--- config.mk ---
export PLATFORM = sky130hd
export DESIGN_NAME = interrupt_controller
export DESIGN_NICKNAME = d
export VERILOG_FILES = /design/src/rtl/interrupt_controller.sv
export SDC_FILE = /design/constraint.sdc
export NUM_CORES = 1
export LEC_CHECK = 0
export CAP_MARGIN = 20
export CORE_ASPECT_RATIO = 0.8
export CORE_MARGIN = 1.5
export CORE_UTILIZATION = 31
export CTS_BUF_LIST = sky130_fd_sc_hd__clkbuf_16
export DETAILED_ROUTE_END_ITERATION = 10
export HOLD_SLACK_MARGIN = 0.05
export PLACE_DENSITY = 0.74
export SETUP_SLACK_MARGIN = 0.02
export SLEW_MARGIN = 20
export SYNTH_ARGS = -nofsm -noshare
export SYNTH_HDL_FRONTEND = slang
export SYNTH_SLANG_ARGS = --single-unit
--- constraint.sdc ---
create_clock -name clk -period 1.2 [get_ports clk]
set_input_delay 0.18 -clock clk [delete_from_list [all_inputs] [get_ports clk]]
set_output_delay 0.18 -clock clk [all_outputs]
set_load 0.1 [all_outputs]
--- src/rtl/interrupt_controller.sv ---
// interrupt_controller
//
// Interrupt front-end for the multi-cycle MIPS core. Synchronises external request lines,
// latches their rising edges as pending requests, waits for the control unit to reach an
// instruction boundary (its fetch state), then issues a one-cycle divert command. Further
// interrupts are held off until the handler's return instruction completes.
//
// Parameters:
//   NUM_IRQ      number of request lines (2..4)
//   FETCH_STATE  ControlUnit.current_state encoding of the fetch state
//   RETI_INSTR   instruction word that ends a handler (ERET)
//
// Ports:
//   clk            in   1        system clock, rising edge
//   rst_n          in   1        asynchronous active-low reset
//   irq            in   NUM_IRQ  asynchronous request lines, active-high
//   irq_mask       in   NUM_IRQ  per-line enable, 1 = enabled
//   current_state  in   4        control unit state
//   executedInstr  in   32       instruction word held by the control unit
//   int_state      out  2        controller state (IDLE/PENDING/ENTER/SERVICE)
//   int_respond    out  1        one-cycle divert command
//   int_cause      out  2        index of the line being serviced
//   pending        out  NUM_IRQ  latched, not-yet-serviced requests

module interrupt_controller #(
    parameter int unsigned NUM_IRQ     = 4,
    parameter logic [3:0]  FETCH_STATE = 4'd0,
    parameter logic [31:0] RETI_INSTR  = 32'h4200_0018
) (
    input  logic               clk,
    input  logic               rst_n,
    input  logic [NUM_IRQ-1:0] irq,
    input  logic [NUM_IRQ-1:0] irq_mask,
    input  logic [3:0]         current_state,
    input  logic [31:0]        executedInstr,
    output logic [1:0]         int_state,
    output logic               int_respond,
    output logic [1:0]         int_cause,
    output logic [NUM_IRQ-1:0] pending
);

    typedef enum logic [1:0] {
        StIdle    = 2'b00,
        StPending = 2'b01,
        StEnter   = 2'b10,
        StService = 2'b11
    } state_e;

    state_e             state_q;
    logic               int_respond_q;
    logic [1:0]         int_cause_q;
    logic [NUM_IRQ-1:0] pending_q;
    logic [NUM_IRQ-1:0] pending_d;
    logic [NUM_IRQ-1:0] sync1_q;
    logic [NUM_IRQ-1:0] sync2_q;
    logic [NUM_IRQ-1:0] sync3_q;

    logic [NUM_IRQ-1:0] rise;
    logic [NUM_IRQ-1:0] active;
    logic               req;
    logic [1:0]         sel;
    logic               at_fetch;
    logic               at_reti;

    // sync3 exists only for edge detection; sync2 is the first metastability-safe stage.
    assign rise     = sync2_q & ~sync3_q;
    assign active   = pending_q & irq_mask;
    assign req      = |active;
    assign at_fetch = (current_state == FETCH_STATE);
    assign at_reti  = at_fetch && (executedInstr == RETI_INSTR);

    // Lowest-index active line wins: scan downwards so the last hit is the lowest.
    always_comb begin
        sel = 2'd0;
        for (int i = int'(NUM_IRQ) - 1; i >= 0; i--) begin
            if (active[i]) begin
                sel = 2'(i);
            end
        end
    end

    // Clear the serviced line at the end of ENTER; a rise in the same cycle is OR-ed in
    // afterwards so the new request is not lost.
    always_comb begin
        pending_d = pending_q;
        for (int i = 0; i < int'(NUM_IRQ); i++) begin
            if (state_q == StEnter && int_cause_q == 2'(i)) begin
                pending_d[i] = 1'b0;
            end
        end
        pending_d = pending_d | rise;
    end

    always_ff @(posedge clk or negedge rst_n) begin
        if (!rst_n) begin
            state_q       <= StIdle;
            int_respond_q <= 1'b0;
            int_cause_q   <= 2'd0;
            pending_q     <= '0;
            sync1_q       <= '0;
            sync2_q       <= '0;
            sync3_q       <= '0;
        end else begin
            sync1_q   <= irq;
            sync2_q   <= sync1_q;
            sync3_q   <= sync2_q;
            pending_q <= pending_d;

            unique case (state_q)
                StIdle: begin
                    int_respond_q <= 1'b0;
                    if (req) begin
                        state_q <= StPending;
                    end
                end
                StPending: begin
                    if (req && at_fetch) begin
                        state_q       <= StEnter;
                        int_respond_q <= 1'b1;
                        int_cause_q   <= sel;
                    end else if (!req) begin
                        state_q       <= StIdle;
                        int_respond_q <= 1'b0;
                    end else begin
                        int_respond_q <= 1'b0;
                    end
                end
                StEnter: begin
                    state_q       <= StService;
                    int_respond_q <= 1'b0;
                end
                StService: begin
                    int_respond_q <= 1'b0;
                    // No nesting: new edges only accumulate in pending_q here.
                    if (at_reti) begin
                        state_q <= StIdle;
                    end
                end
                default: begin
                    state_q       <= StIdle;
                    int_respond_q <= 1'b0;
                end
            endcase
        end
    end

    assign int_state   = state_q;
    assign int_respond = int_respond_q;
    assign int_cause   = int_cause_q;
    assign pending     = pending_q;

endmodule
==> reports/results.txt <==
Core area: 0.00246 sq mm
EDFF count, synth: 0
H-tree depth reported by CTS: 1
Vias: 837
Primary FF master, synth: dfrtp_1
Crit Path Class: reg2reg
#FFs+latches synth: 21
Average wire per standard cell: 17.1 um
DIE WIDTH: 60.2 um
Clk_skew: 0.00176 ns
Num CTS Buffers: 3
RePlAce Congestion: 0.801
Mapped Cells: 65
Post-route insts no fill: 176
Max-Cap Viols: 0
Worst-path maximum fanout: 2
Post-Syn Nets: 111
Final Cycle Share: 1.17
Max-slew headroom: 0.809
Starting Density: 0.330
Area leader, netlist: dfrtp_1
Failing checks: setup timing
Power per standard cell area: 1470 mW/mm^2
Final worst slack: -0.202 ns
IO Pins: 55
Port Buffer Count: 54
# rows: 16
Fin area: 0.00180 sq mm
Final setup violation count: 7
Global-route wire length before repair: 4730 um
CTS Buffer Depth: 2
Mapped Avg Cell Area: 12.5 sq um
Starting DRC count in detailed routing: 26
Worst skew pair latency: 0.25 ns
WP data arrival: 1.54 ns
Critical Path Max Stage Delay: 0.47 ns
DP HPWL: 1900 um
# clock sinks: 21
Fmax: 0.714 GHz
Placed Cells incl. Taps: 165
Area share of the largest cell type after synthesis: 0.647
Vias per Instance: 4.76
TritonRoute pass-1 iters: 4
Layout area overhead: 122%
Hold_buf cts: 0
Count leader, synth: dfrtp_1
Worst-Margin Slew: 0.284 ns
VDD IR max: 1.23 mV
Die height: 48.8 um
Yosys cell types: 22
Status: complete, but fails checks
Hold Fails Final Rpt: 0
Worst EP required: 1.34 ns
Worst-path clk slew: 0.06 ns
Worst path slowest cell: dfrtp_4
# DRC: 0
Fraction of final layout cells sized beyond drive strength 1: 0.400
GRT Resource Usage Total: 0.228
Placed cell area: 0.00158 sq mm
Root Driver: clkbuf_16
Diode count: 0
P_leak: 0.812 nW
CTS tree: built
Initial antenna violation count: 0
Worst path cell trace: a22o_1 -> nor2_2 -> or3_4 -> mux2_4
Unrepaired setup endpoints after global routing: yes
Largest net degree at the start of global routing: 22
Element type at the critical path end: flop
Register area share after synthesis: 0.647
Fraction of registers with async set/reset: 1.00
Fin. max-slew vios: 0
Largest cells by area after synthesis: dfrtp_1 (65%), nor4_1 (4.6%), inv_1 (3.2%)
Synth top cells by count: dfrtp_1 (21), inv_1 (7), nor4_1 (6)
Warnings from Yosys: 0
Mapped Area: 812 sq um
Post-route minimum period: 1.40 ns
Min-delay worst type: in2async
Crit start category: flop
Routed WL: 3020 um
Vias in the first global route: 917
Die ar.: 0.00294 sq mm
Post-layout net count: 187
GRT overflow: 0
Routed Antenna Nets: 0
-- per-layer routing --
layer / part of all wire / GRT usage / vias up
met5: 0 / 0 / -
met4: 0.020 / 0.0704 / 0
met3: 0.042 / 0.0477 / 7
met2: 0.58 / 0.424 / 31
met1: 0.36 / 0.253 / 412
li1: - / - / 387
-- flip-flops by register name, summed over array words and instances, names as in the netlist, named ones only --
register     cells
int_state        1
sync2_q          4
pending          4
sync3_q          4
sync1_q          4
int_respond      1
int_cause        2
-- cell usage in the layout (no fill, tap or decap) --
cell              n
clkdlybuf4s50_1   7
nor2b_2           1
or3_4             1
a32oi_1           1
nor4_4            1
dlymetal6s2s_1    1
a21bo_2           1
clkdlybuf4s15_1   5
nor2_2            1
dfrtp_4           5
clkbuf_2          1
nor4bb_2          2
nand2_1           4
buf_4             8
mux2_4            1
clkbuf_16         3
nor3b_4           1
a22o_1            2
clkinvlp_4        1
buf_6             9
nor4_2            5
nand2_2           1
o21ai_1           6
o21ai_2           1
inv_1             7
nand4_1           2
a21oi_1           1
a31oi_1           1
a31oi_4           1
nor4_1            1
buf_12            9
o31ai_4           1
dfrtp_1          14
nand3b_1          1
dlygate4sd2_1    31
dfrtp_2           2
-- report_power, final --
group	internal, mW	leakage (nW)	switching [mW]
clock network	0.451	0.0371	0.254
logic	0.451	0.542	0.604
registers	0.794	0.233	0.102
-- per-stage QoR --
stage,hold WS [ns],setup TNS (ns),util,total power [mW],setup slack [ns]
3_3_place_gp,0.332,-2.31,0.643,1.84,-0.629
4_1_cts,0.265,-0.533,0.715,2.59,-0.185
5_1_grt,0.293,-0.978,0.733,2.76,-0.229
2_1_floorplan,-0.116,-1.60,-,1.35,-0.413
6_report,0.262,-0.702,0.733,2.66,-0.202
3_5_place_dp,0.337,-2.53,0.643,1.86,-0.639
-- cell type report --
| type | count | area, sq um |
|---|---|---|
| multi-input combinational | 37 | 353 |
| tap | 36 | 45.0 |
| clock buffer | 3 | 75.1 |
| sequential | 21 | 547 |
| clock inverter | 1 | 7.51 |
| inverter | 7 | 26.3 |
| fill | 161 | 658 |
| timing repair buffer | 71 | 751 |
-- critical path, delay by kind of cell (launching register included) --
kind / cells / cell delay [ns]
DFF: 1 / 0.47
AOI/OAI and AO/OA: 1 / 0.27
and+or+nand+nor: 2 / 0.27
muxes: 1 / 0.29
-- worst paths after layout --
check                            from            to  slack, ns  cells past startpoint
max reg2reg                pending[2]  int_cause[0]      -0.20                      4
max                        pending[2]  int_cause[0]      -0.20                      4
min in group clk           sync1_q[1]    sync2_q[1]       0.35                      0
min                             rst_n    sync1_q[0]       0.26                      2
max in group asynchronous       rst_n  int_state[0]       0.70                      2
min reg2reg                sync1_q[1]    sync2_q[1]       0.35                      0
-- what timing repair did --
item / in CTS / in global routing
pin swaps: 16 / 11
gates resized for setup: 59 / 16
setup buffers: 6 / 6
setup endpoints to repair: 12 / 14
-- logic make-up (layout without fill, tap and decap cells) --
group	after synthesis	after routing	synth area share
mux	1	1	0.0185
buf+inv	7	82	0.0324
compound gates	15	15	0.119
simple gates	21	21	0.183
flops	21	21	0.647
Note: power is estimated with default switching activity, not from simulation.
